<file path="src/rtl/coproc_pkg.sv">
// coproc_pkg: shared types and defaults for the GCD/LCM/MOD coprocessor.
package coproc_pkg;
  localparam int DEF_WIDTH = 8;
  typedef enum logic [1:0] {OP_GCD, OP_LCM, OP_MOD, OP_RSVD} op_e;
  typedef enum logic [1:0] {S_IDLE, S_RUN, S_DONE} state_e;
  typedef struct packed {
    logic za;
    logic zb;
    logic zx;
    logic zy;
    logic eq;
    logic lt;
  } dp_flags_t;
endpackage

</file>
<file path="src/rtl/coproc_if.sv">
// coproc_if: start/done handshake between the core and the coprocessor.
// The cycles signal exists only when COPROC_CYCLE_CNT_EN is defined.
interface coproc_if #(
  parameter int WIDTH = 8,
  parameter int CNT_W = 16
);
  logic             start;
  logic [1:0]       op;
  logic [WIDTH-1:0] x0;
  logic [WIDTH-1:0] y0;
  logic             ready;
  logic             busy;
  logic             done;
  logic             err;
  logic [2*WIDTH-1:0] result;
`ifdef COPROC_CYCLE_CNT_EN
  logic [CNT_W-1:0] cycles;
`endif
  modport master (output start, op, x0, y0, input ready, busy, done, err, result
`ifdef COPROC_CYCLE_CNT_EN
    , cycles
`endif
  );
  modport slave (input start, op, x0, y0, output ready, busy, done, err, result
`ifdef COPROC_CYCLE_CNT_EN
    , cycles
`endif
  );
endinterface

</file>
<file path="src/rtl/coproc_datapath.sv">
// coproc_datapath: operand registers and the subtract/add iteration step.
// For MOD, a holds the remainder and b holds the divisor, so one step rule serves GCD and MOD.
module coproc_datapath import coproc_pkg::*; #(
  parameter int WIDTH = DEF_WIDTH
) (
  input  logic             clk,
  input  logic             reset,
  input  logic             load,
  input  logic             step,
  input  op_e              op_i,
  input  logic [WIDTH-1:0] x0,
  input  logic [WIDTH-1:0] y0,
  output op_e              op_q,
  output logic [2*WIDTH-1:0] a,
  output logic [2*WIDTH-1:0] b,
  output dp_flags_t        f
);
  localparam int W2 = 2 * WIDTH;
  logic [W2-1:0] a_q, a_d, b_q, b_d;
  logic [WIDTH-1:0] x_q, x_d, y_q, y_d;
  op_e op_d;
  assign f = {a_q == '0, b_q == '0, x_q == '0, y_q == '0, a_q == b_q, a_q < b_q};
  assign a = a_q;
  assign b = b_q;
  always_comb begin
    op_d = load ? op_i : op_q;
    x_d = load ? x0 : x_q;
    y_d = load ? y0 : y_q;
    a_d = load ? W2'(x0) : !step ? a_q :
          op_q == OP_LCM ? (f.lt ? a_q + W2'(x_q) : a_q) : (f.lt ? a_q : a_q - b_q);
    b_d = load ? W2'(y0) : !step ? b_q :
          op_q == OP_LCM ? (f.lt ? b_q : b_q + W2'(y_q)) : (f.lt ? b_q - a_q : b_q);
  end
  always_ff @(posedge clk or negedge reset) begin
    if (!reset) begin
      op_q <= OP_GCD;
      x_q  <= '0;
      y_q  <= '0;
      a_q  <= '0;
      b_q  <= '0;
    end else begin
      op_q <= op_d;
      x_q  <= x_d;
      y_q  <= y_d;
      a_q  <= a_d;
      b_q  <= b_d;
    end
  end
endmodule

</file>
<file path="src/rtl/coproc_unit.sv">
// coproc_unit: iterative GCD/LCM/MOD coprocessor with ready/start/done handshake.
// Define COPROC_CYCLE_CNT_EN to add the saturating RUN-cycle counter on bus.cycles.
module coproc_unit import coproc_pkg::*; #(
  parameter int WIDTH = DEF_WIDTH,
  parameter int CNT_W = 16
) (
  input logic     clk,
  input logic     reset,
  coproc_if.slave bus
);
  localparam int W2 = 2 * WIDTH;
  state_e state_q, state_d;
  op_e op_q;
  dp_flags_t f;
  logic err_q, err_d, term, term_err, load, step;
  logic [W2-1:0] res_q, res_d, term_res, a, b;
  coproc_datapath #(.WIDTH(WIDTH)) u_dp (
    .clk(clk), .reset(reset), .load(load), .step(step), .op_i(op_e'(bus.op)),
    .x0(bus.x0), .y0(bus.y0), .op_q(op_q), .a(a), .b(b), .f(f)
  );
  assign load = state_q == S_IDLE && bus.start;
  assign step = state_q == S_RUN && !term;
  // The terminal check takes priority over stepping in every RUN cycle.
  always_comb begin
    term = 1'b1;
    term_err = 1'b0;
    term_res = '0;
    case (op_q)
      OP_GCD: begin
        term = f.za | f.zb | f.eq;
        term_res = f.za ? b : a;
      end
      OP_LCM: begin
        term = f.zx | f.zy | f.eq;
        term_res = (f.zx | f.zy) ? '0 : a;
      end
      OP_MOD: begin
        term = f.zy | f.lt;
        term_err = f.zy;
        term_res = f.zy ? '0 : a;
      end
      default: term_err = 1'b1;
    endcase
  end
  always_comb begin
    state_d = state_q;
    err_d = err_q;
    res_d = res_q;
    case (state_q)
      S_IDLE: begin
        state_d = bus.start ? S_RUN : S_IDLE;
        err_d = bus.start ? 1'b0 : err_q;
        res_d = bus.start ? '0 : res_q;
      end
      S_RUN: begin
        state_d = term ? S_DONE : S_RUN;
        err_d = term ? term_err : err_q;
        res_d = term ? term_res : res_q;
      end
      default: state_d = S_IDLE;
    endcase
  end
  always_ff @(posedge clk or negedge reset) begin
    if (!reset) begin
      state_q <= S_IDLE;
      err_q   <= 1'b0;
      res_q   <= '0;
    end else begin
      state_q <= state_d;
      err_q   <= err_d;
      res_q   <= res_d;
    end
  end
  assign bus.ready  = state_q == S_IDLE;
  assign bus.busy   = state_q == S_RUN;
  assign bus.done   = state_q == S_DONE;
  assign bus.err    = err_q;
  assign bus.result = res_q;
`ifdef COPROC_CYCLE_CNT_EN
  logic [CNT_W-1:0] cnt_q, cnt_d;
  assign cnt_d = load ? '0 : (state_q == S_RUN && !(&cnt_q)) ? cnt_q + 1'b1 : cnt_q;
  always_ff @(posedge clk or negedge reset) begin
    if (!reset) cnt_q <= '0;
    else cnt_q <= cnt_d;
  end
  assign bus.cycles = cnt_q;
`endif
endmodule

</file>
<file path="src/flat_wrapper.sv">
// flat-port wrapper written by rule: the top's interface ports become plain ports
module coproc_unit_flat import coproc_pkg::*;
#(
  parameter int WIDTH = DEF_WIDTH,
  parameter int CNT_W = 16
)
  (clk, reset, bus_start, bus_op, bus_x0, bus_y0, bus_ready, bus_busy, bus_done, bus_err, bus_result);
  coproc_if #(.WIDTH(WIDTH), .CNT_W(CNT_W)) bus_i ();
  input logic clk;
  input logic reset;
  input wire logic [$bits(bus_i.start)-1:0] bus_start;
  input wire logic [$bits(bus_i.op)-1:0] bus_op;
  input wire logic [$bits(bus_i.x0)-1:0] bus_x0;
  input wire logic [$bits(bus_i.y0)-1:0] bus_y0;
  output wire logic [$bits(bus_i.ready)-1:0] bus_ready;
  output wire logic [$bits(bus_i.busy)-1:0] bus_busy;
  output wire logic [$bits(bus_i.done)-1:0] bus_done;
  output wire logic [$bits(bus_i.err)-1:0] bus_err;
  output wire logic [$bits(bus_i.result)-1:0] bus_result;
  assign bus_i.start = bus_start;
  assign bus_i.op = bus_op;
  assign bus_i.x0 = bus_x0;
  assign bus_i.y0 = bus_y0;
  assign bus_ready = bus_i.ready;
  assign bus_busy = bus_i.busy;
  assign bus_done = bus_i.done;
  assign bus_err = bus_i.err;
  assign bus_result = bus_i.result;
  coproc_unit #(.WIDTH(WIDTH), .CNT_W(CNT_W)) u_core (.clk(clk), .reset(reset), .bus(bus_i));
endmodule
</file>
<file path="config.mk">
export PLATFORM = sky130hd
export DESIGN_NAME = coproc_unit_flat
export DESIGN_NICKNAME = d
export VERILOG_FILES = /design/src/rtl/coproc_pkg.sv /design/src/rtl/coproc_if.sv /design/src/rtl/coproc_datapath.sv /design/src/rtl/coproc_unit.sv /design/src/flat_wrapper.sv
export SDC_FILE = /design/constraint.sdc
export NUM_CORES = 1
export LEC_CHECK = 0
export CAP_MARGIN = 10
export CORE_AREA = 4 4 101 103
export CTS_CLUSTER_SIZE = 20
export DETAILED_ROUTE_END_ITERATION = 7
export DIE_AREA = 0 0 105 107
export GPL_TIMING_DRIVEN = 0
export PLACE_DENSITY = 0.83
export SYNTH_ARGS = -nofsm -noshare
export SYNTH_HDL_FRONTEND = slang
export SYNTH_HIERARCHICAL = 1
export SYNTH_SLANG_ARGS = --single-unit
</file>
<file path="constraint.sdc">
create_clock -name clk -period 5.8 [get_ports clk]
set_input_delay 1.16 -clock clk [delete_from_list [all_inputs] [get_ports clk]]
set_output_delay 1.16 -clock clk [all_outputs]
set_load 0.01 [all_outputs]
</file>
==> metrics.log, run 1 <==
[metrics] headroom to the max-slew limit: 0.421
[metrics] ranking of synthesized cells by area: sky130_fd_sc_hd__dfrtp_1 (32%), sky130_fd_sc_hd__ha_1 (9.4%), sky130_fd_sc_hd__a22o_1 (5.4%)
[metrics] outcome: completed
[metrics] Finished Core Util: 0.672
[metrics] post-cts resize count: 0
[metrics] highest fanout seen on the critical path: 10
[metrics] maxcap violations: 0
[metrics] detailed-routing iteration count for the pre-antenna-repair pass: 5
[metrics] first-pass GRT wire length: 25.5 mm
[metrics] CP max stage delay: 550 ps
[metrics] IO Count: 41
[metrics] Post-CTS Repair Setup Buffers: 0
[metrics] standard-cell rows: 35
[metrics] total count of max-transition violations in the final report: 0
[metrics] starting DRC count in detailed routing: 444
[metrics] core area: 9200 um^2
[metrics] total number of vias: 5198
[metrics] clock insertion delay at the later pin of the skew report: 350 ps
[metrics] Detail Route Antenna Nets: 0
[metrics] net count after synthesis: 700
[metrics] routed vias/inst: 6.49
[metrics] placer's final routability congestion estimate: 1.02
[metrics] total track usage: 0.283
[metrics] endpoint kind of the worst setup timing path: register
[metrics] classification of the worst-slack hold path: register to register
[metrics] total number of H-tree levels: 3
[metrics] Chip Height: 107 um
[metrics] Data arrival, critical path: 5420 ps
[metrics] share of final-layout standard cells stronger than drive strength 1: 0.0522
[metrics] final setup slack of the worst path: 653 ps
[metrics] average cell area after synthesis: 8.61 um^2
[metrics] vias in the first global route: 5132
[metrics] predominant post-synthesis flop cell: sky130_fd_sc_hd__dfrtp_1
[metrics] antenna violations before repair: 0
[metrics] CP max stage cell: sky130_fd_sc_hd__a221oi_1
[metrics] CTS Hold Buffers Added: 0
[metrics] final sum of negative setup slack: 0 ps
[metrics] critical path data required time: 6070 ps
[metrics] total clock buffers created by CTS: 9
[metrics] largest net degree at the start of global routing: 70
[metrics] register clock-pin slew on the reported worst setup and hold paths: 70 ps
[metrics] commonest non-fill, non-tap cells in the layout: sky130_fd_sc_hd__dfrtp_1 (69), sky130_fd_sc_hd__nor2_1 (57), sky130_fd_sc_hd__o21ai_0 (56)
[metrics] maximum operating frequency: 194 MHz
[metrics] final worst path period share: 0.887
[metrics] total of warnings raised by yosys: 6
[metrics] fin nets: 751
[metrics] synthesis-to-layout area growth: 13.1%
[metrics] ordered cell list for the critical path: nor2b_1 > clkbuf_1 > buf_1 > buf_1 > a21oi_1 > ha_1 > o21ai_0 > o21ai_0 > a221oi_1 > o21ai_0 > o41ai_1 > xnor2_1 > or3_1 > a21oi_1
[metrics] Period minus WS final: 5150 ps
[metrics] final setup violating endpoints: 0
[metrics] count of buffers inserted at the top-level ports: 40
[metrics] number of sinks handled by clock tree synthesis: 69
[metrics] post-synthesis cell type with the largest combined area: sky130_fd_sc_hd__dfrtp_1
[metrics] wire length after detailed routing: 15.7 mm
[metrics] Placed Cells incl. Taps: 786
[metrics] number of antenna cells inserted: 0
[metrics] CTS max path bufs: 2
[metrics] number of endpoints with negative hold slack in the final report: 0
[metrics] setup repair after global routing missed its margin: no
[metrics] sum of net half-perimeters after detailed placement: 11.8 mm
[metrics] final standard cell count with taps included and fillers excluded: 801
[metrics] Root Buffer Master: sky130_fd_sc_hd__clkbuf_8
[metrics] DRC violation count after routing: 0
[metrics] kind of critical path: register to register
[metrics] number of enable flip-flop cells after synthesis: 0
[metrics] Layout fillers: 783
[metrics] gate count of the mapped netlist: 635
[metrics] Starting Density: 0.594
[metrics] share of async-settable or async-resettable flops after synthesis: 1.00
[metrics] Fin Clk Skew: 8.16 ps
[metrics] remaining global-route overflow: 0
[metrics] CP startpoint kind: register
[metrics] clock tree from TritonCTS: built
[metrics] DR WL/cell: 19.5 um
[metrics] most used cell, CP: sky130_fd_sc_hd__o21ai_0
[metrics] number of different library cells in the post-synthesis netlist: 60
[metrics] most common library cell in the layout ignoring fill and taps: sky130_fd_sc_hd__dfrtp_1
[metrics] Setup WS pre-CTS: 949 ps
[metrics] width of the die: 105 um
[metrics] transition time at the pin with the least slew margin: 869 ps
[metrics] overall die area: 11200 um^2
[metrics] sequential fraction of the synthesis area: 0.316
[metrics] Mapped Area: 5470 um^2
[metrics] portion of synthesized cell area occupied by the leading cell type: 0.316
[metrics] post-synthesis register bit count: 69
[sequential cells by signal, summed over array words and instances, names as in the netlist]
register / cells
u_core/u_dp/x_q: 8
u_core/u_dp/op_q: 2
u_core/u_dp/b: 16
u_core/bus.result: 16
u_core/bus.err: 1
u_core/u_dp/a: 16
u_core/state_q: 2
u_core/u_dp/y_q: 8
[area by class of cell]
cell class / instances / area (um^2) / area share
clock inverter: 5 / 52.6 / 0.00850
sequential: 69 / 1730 / 0.279
tap: 111 / 139 / 0.0225
buffer: 28 / 145 / 0.0235
timing repair buffer: 40 / 398 / 0.0643
clock buffer: 10 / 128 / 0.0206
multi-input combinational: 499 / 3450 / 0.558
inverter: 39 / 146 / 0.0237
[worst paths after layout]
check                                    startpoint                   end  slack [ps]  cells after the start
min in group asynchronous                     reset  u_core/bus.result[0]         920                      1
max in group asynchronous                     reset      u_core/u_dp/b[5]        4310                      1
worst min register to register       u_core/bus.err        u_core/bus.err         500                      1
worst max register to register  u_core/u_dp/op_q[0]     u_core/u_dp/b[15]         650                     14
worst min-delay path                 u_core/bus.err        u_core/bus.err         500                      1
worst max-delay path            u_core/u_dp/op_q[0]     u_core/u_dp/b[15]         650                     14
[worst max-delay path: cells and delay by family (launching register included)]
family | cells | cell delay, ps
simple gates | 2 | 630
xor+xnor | 1 | 150
compound gates | 7 | 1960
buf+inv | 3 | 1420
fa+ha+maj | 1 | 360
flops | 1 | 520
[cell usage after synthesis (11+ instances only)]
library cell and number:
sky130_fd_sc_hd__dfrtp_1 69, sky130_fd_sc_hd__nor2_1 57, sky130_fd_sc_hd__o21ai_0 56, sky130_fd_sc_hd__nand2_1 45, sky130_fd_sc_hd__ha_1 41, sky130_fd_sc_hd__inv_1 39, sky130_fd_sc_hd__a22o_1 34, sky130_fd_sc_hd__a21oi_1 29
sky130_fd_sc_hd__nor3_1 25, sky130_fd_sc_hd__xnor2_1 25, sky130_fd_sc_hd__xor2_1 18, sky130_fd_sc_hd__clkbuf_1 17, sky130_fd_sc_hd__mux2i_1 17, sky130_fd_sc_hd__a211oi_1 11, sky130_fd_sc_hd__nor2b_1 11
[kinds of logic (layout without fill, tap and decap cells)]
kind of cell / Yosys count / in the layout / synth area share
flip-flops: 69 / 69 / 0.316
multiplexers: 20 / 20 / 0.0373
AND/OR/NAND/NOR: 207 / 207 / 0.188
buffers and inverters: 67 / 122 / 0.0533
XOR/XNOR: 43 / 43 / 0.0689
AO/OA/AOI/OAI: 185 / 185 / 0.232
adder cells (fa/ha/maj): 44 / 44 / 0.105
[through the flow]
stage	instance area (um^2)	hold WS, ps
final	6180	501
after global routing	6180	522
after CTS	6180	506
after detailed placement	6000	485
after global placement	6010	483
after floorplan	5470	499
[routing by layer]
metal | share of wire | track usage | up-vias
li1 | - | - | 2404
met1 | 0.42 | 0.366 | 2470
met2 | 0.47 | 0.471 | 281
met3 | 0.082 | 0.0433 | 43
met4 | 0.031 | 0.127 | 0
met5 | 0 | 0 | -
Power of run 1 is not shown: default switching activity piles up to over one toggle a cycle in this logic, so the estimate is an artifact.
==> run 2: changes to the inputs <==
--- a/config.mk
+++ b/config.mk
@@ -6,12 +6,12 @@
 export NUM_CORES = 1
 export LEC_CHECK = 0
 export CAP_MARGIN = 10
-export CORE_AREA = 4 4 101 103
+export CORE_AREA = 4 4 105 107
 export CTS_CLUSTER_SIZE = 20
 export DETAILED_ROUTE_END_ITERATION = 7
-export DIE_AREA = 0 0 105 107
+export DIE_AREA = 0 0 109 111
 export GPL_TIMING_DRIVEN = 0
-export PLACE_DENSITY = 0.83
+export PLACE_DENSITY = 0.78
 export SYNTH_ARGS = -nofsm -noshare
 export SYNTH_HDL_FRONTEND = slang
 export SYNTH_HIERARCHICAL = 1
==> run 2 against run 1 <==
Net effect:
- hold slack gained 3.6 ps
- design area grew 1.4%
- global-route usage fell by 1.5 points
- non-clock buffer count did not move
- count of clock-buffer cells in the layout rose by 1
- via count down 2.3%
- clock skew about the same
- first-iteration DRC count up 9.9%
- register-to-register slack better by 430 ps
- largest cell class unchanged
- highest routed layer unchanged
- sequential share of layout area shrank 0.38 points
- worst setup slack improved by 430 ps
- critical path depth did not move
==> metrics.log, run 2 (same netlist as run 1, synthesis figures left out) <==
[metrics] outcome: completed
[metrics] CP max stage cell: sky130_fd_sc_hd__dfrtp_1
[metrics] critical path data required time: 6090 ps (+20 ps)
[metrics] global-route met2 utilization: 0.439 (-0.0321)
[metrics] Period minus WS final: 4720 ps (-427 ps)
[metrics] number of antenna cells inserted: 0 (unchanged)
[metrics] final setup slack of the worst path: 1080 ps (+427 ps)
[metrics] worst setup path endpoint: u_core/u_dp/b[15]
[metrics] maximum operating frequency: 212 MHz (+9.1%)
[metrics] setup repair after global routing missed its margin: no
[metrics] detailed-routing iteration count for the pre-antenna-repair pass: 7 (+2)
[metrics] clock tree from TritonCTS: built
[metrics] IO Count: 41 (unchanged)
[metrics] number of sinks handled by clock tree synthesis: 69 (unchanged)
[metrics] CTS Hold Buffers Added: 0 (unchanged)
[metrics] register clock-pin slew on the reported worst setup and hold paths: 80 ps (about the same)
[metrics] count of buffers inserted at the top-level ports: 40 (unchanged)
[metrics] Fin Clk Skew: 8.10 ps (-0.0647 ps)
[metrics] final worst path period share: 0.814 (-0.0737)
[metrics] CTS max path bufs: 2 (unchanged)
[metrics] synthesis-to-layout area growth: 14.7%
[metrics] Starting Density: 0.539 (-0.0552)
[metrics] antenna violations before repair: 0 (unchanged)
[metrics] Post-CTS Repair Setup Buffers: 0 (unchanged)
[metrics] overall die area: 12100 um^2 (+7.7%)
[metrics] remaining global-route overflow: 0 (unchanged)
[metrics] flop2flop setup slack: 1080 ps (+430 ps)
[metrics] maxcap violations: 0 (unchanged)
[metrics] most common library cell in the layout ignoring fill and taps: sky130_fd_sc_hd__dfrtp_1
[metrics] total number of H-tree levels: 3 (unchanged)
[metrics] sum of net half-perimeters after detailed placement: 11.6 mm (-1.6%)
[metrics] total number of vias: 5080 (-2.3%)
[metrics] Critical path origin: u_core/u_dp/op_q[0]
[metrics] starting DRC count in detailed routing: 488 (+9.9%)
[metrics] width of the die: 109 um (+3.8%)
[metrics] number of endpoints with negative hold slack in the final report: 0 (unchanged)
[metrics] reg2reg end: u_core/u_dp/b[15]
[metrics] Detail Route Antenna Nets: 0 (unchanged)
[metrics] Data arrival, critical path: 5010 ps (-410 ps)
[metrics] cells on worst reg2reg path: 14 (unchanged)
[metrics] ordered cell list for the critical path: nor2b_1 > clkbuf_1 > buf_1 > buf_1 > o21ai_0 > ha_1 > a211oi_1 > o21ai_0 > a221oi_1 > o21ai_0 > o41ai_1 > xnor2_1 > or3_1 > a21oi_1
[metrics] GR met1 Demand/Resource: 0.348 (-0.0177)
[metrics] total count of max-transition violations in the final report: 0 (unchanged)
[metrics] most used cell, CP: sky130_fd_sc_hd__o21ai_0
[metrics] final standard cell count with taps included and fillers excluded: 827 (+3.2%)
[metrics] post-cts resize count: 0 (unchanged)
[metrics] endpoint kind of the worst setup timing path: register
[metrics] total clock buffers created by CTS: 9 (unchanged)
[metrics] standard-cell rows: 37 (+5.7%)
[metrics] DRC violation count after routing: 0 (unchanged)
[metrics] routed vias/inst: 6.14 (-5.3%)
[metrics] DR WL/cell: 18.9 um (-3.1%)
[metrics] highest fanout seen on the critical path: 10 (unchanged)
[metrics] headroom to the max-slew limit: 0.407 (-0.0133)
[metrics] total track usage: 0.268 (-0.0148)
[metrics] area of all sequential standard cells: 1730 um^2 (unchanged)
[metrics] fin nets: 751 (unchanged)
[metrics] largest net degree at the start of global routing: 70 (unchanged)
[metrics] Reg2Reg Launch Point: u_core/u_dp/op_q[0]
[metrics] wire length after detailed routing: 15.7 mm (about the same)
[metrics] placer's final routability congestion estimate: 0.972 (-4.9%)
[metrics] commonest non-fill, non-tap cells in the layout: sky130_fd_sc_hd__dfrtp_1 (69), sky130_fd_sc_hd__nor2_1 (57), sky130_fd_sc_hd__o21ai_0 (56)
[metrics] share of final-layout standard cells stronger than drive strength 1: 0.0550 (+0.00282)
[metrics] total area of multi-input combinational cells: 3450 um^2 (unchanged)
[metrics] core area: 10100 um^2 (+10%)
[metrics] Root Buffer Master: sky130_fd_sc_hd__clkbuf_8
[metrics] clock insertion delay at the later pin of the skew report: 360 ps (about the same)
[metrics] CP startpoint kind: register
[metrics] kind of critical path: register to register
[metrics] CP max stage delay: 500 ps (-50 ps)
[metrics] Hold Slack: 504 ps (+3.58 ps)
[metrics] GRT busiest layer: met2
[metrics] met3 usage in global routing: 0.0588 (+0.0155)
[metrics] final sum of negative setup slack: 0 ps (unchanged)
[metrics] Placed Cells incl. Taps: 811 (+3.2%)
[metrics] first-pass GRT wire length: 25.4 mm (-0.16%)
[metrics] final setup violating endpoints: 0 (unchanged)
[metrics] Chip Height: 111 um (+3.7%)
[metrics] transition time at the pin with the least slew margin: 889 ps (+20.0 ps)
[metrics] vias in the first global route: 5046 (-1.7%)
[metrics] Setup WS pre-CTS: 1160 ps (+209 ps)
[metrics] classification of the worst-slack hold path: register to register
[metrics] Layout fillers: 881 (+13%)
## run 2: cell type report
class,instances,area share
Buffer,28,0.0232
Inverter,39,0.0234
Tap cell,136,0.0271
Multi-Input combinational cell,499,0.550
Clock inverter,5,0.0132
Sequential cell,69,0.275
Clock buffer,11,0.0242
Timing Repair Buffer,40,0.0635
## run 2: worst max-delay path, delay by kind of cell, from the launching register on
family / cells / cell delay [ps]
xor gates and xnor gates: 1 / 130
and+or+nand+nor: 2 / 600
DFF: 1 / 500
adders and majority gates: 1 / 240
buffers and inverters: 3 / 1340
AOI/OAI and AO/OA: 7 / 1820
## run 2: metrics by stage
step | instance area, um^2 | utilization
final | 6270 | 0.618
after global routing | 6270 | 0.618
after CTS | 6270 | 0.618
after detailed placement | 6030 | 0.595
after global placement | 6040 | 0.595
after floorplan | 5470 | -
## run 2: worst min path at each step
stage | from | endpoint | slack, ps | cells after the start
5_1_grt | u_core/bus.result[8] | u_core/bus.result[8] | 520 | 1
3_3_place_gp | u_core/bus.result[9] | u_core/bus.result[9] | 490 | 1
4_1_cts | u_core/bus.result[13] | u_core/bus.result[13] | 510 | 1
2_1_floorplan | u_core/u_dp/y_q[1] | u_core/u_dp/y_q[1] | 500 | 2
6_report | u_core/bus.result[13] | u_core/bus.result[13] | 500 | 1
3_5_place_dp | u_core/bus.err | u_core/bus.err | 490 | 1
## run 2: routing by layer
metal,vias to the layer above,share of wire
li1,2413,-
met2,230,0.48
met3,39,0.074
met1,2398,0.42
met4,0,0.025
met5,-,0
Power of run 2 is left out for the same reason.
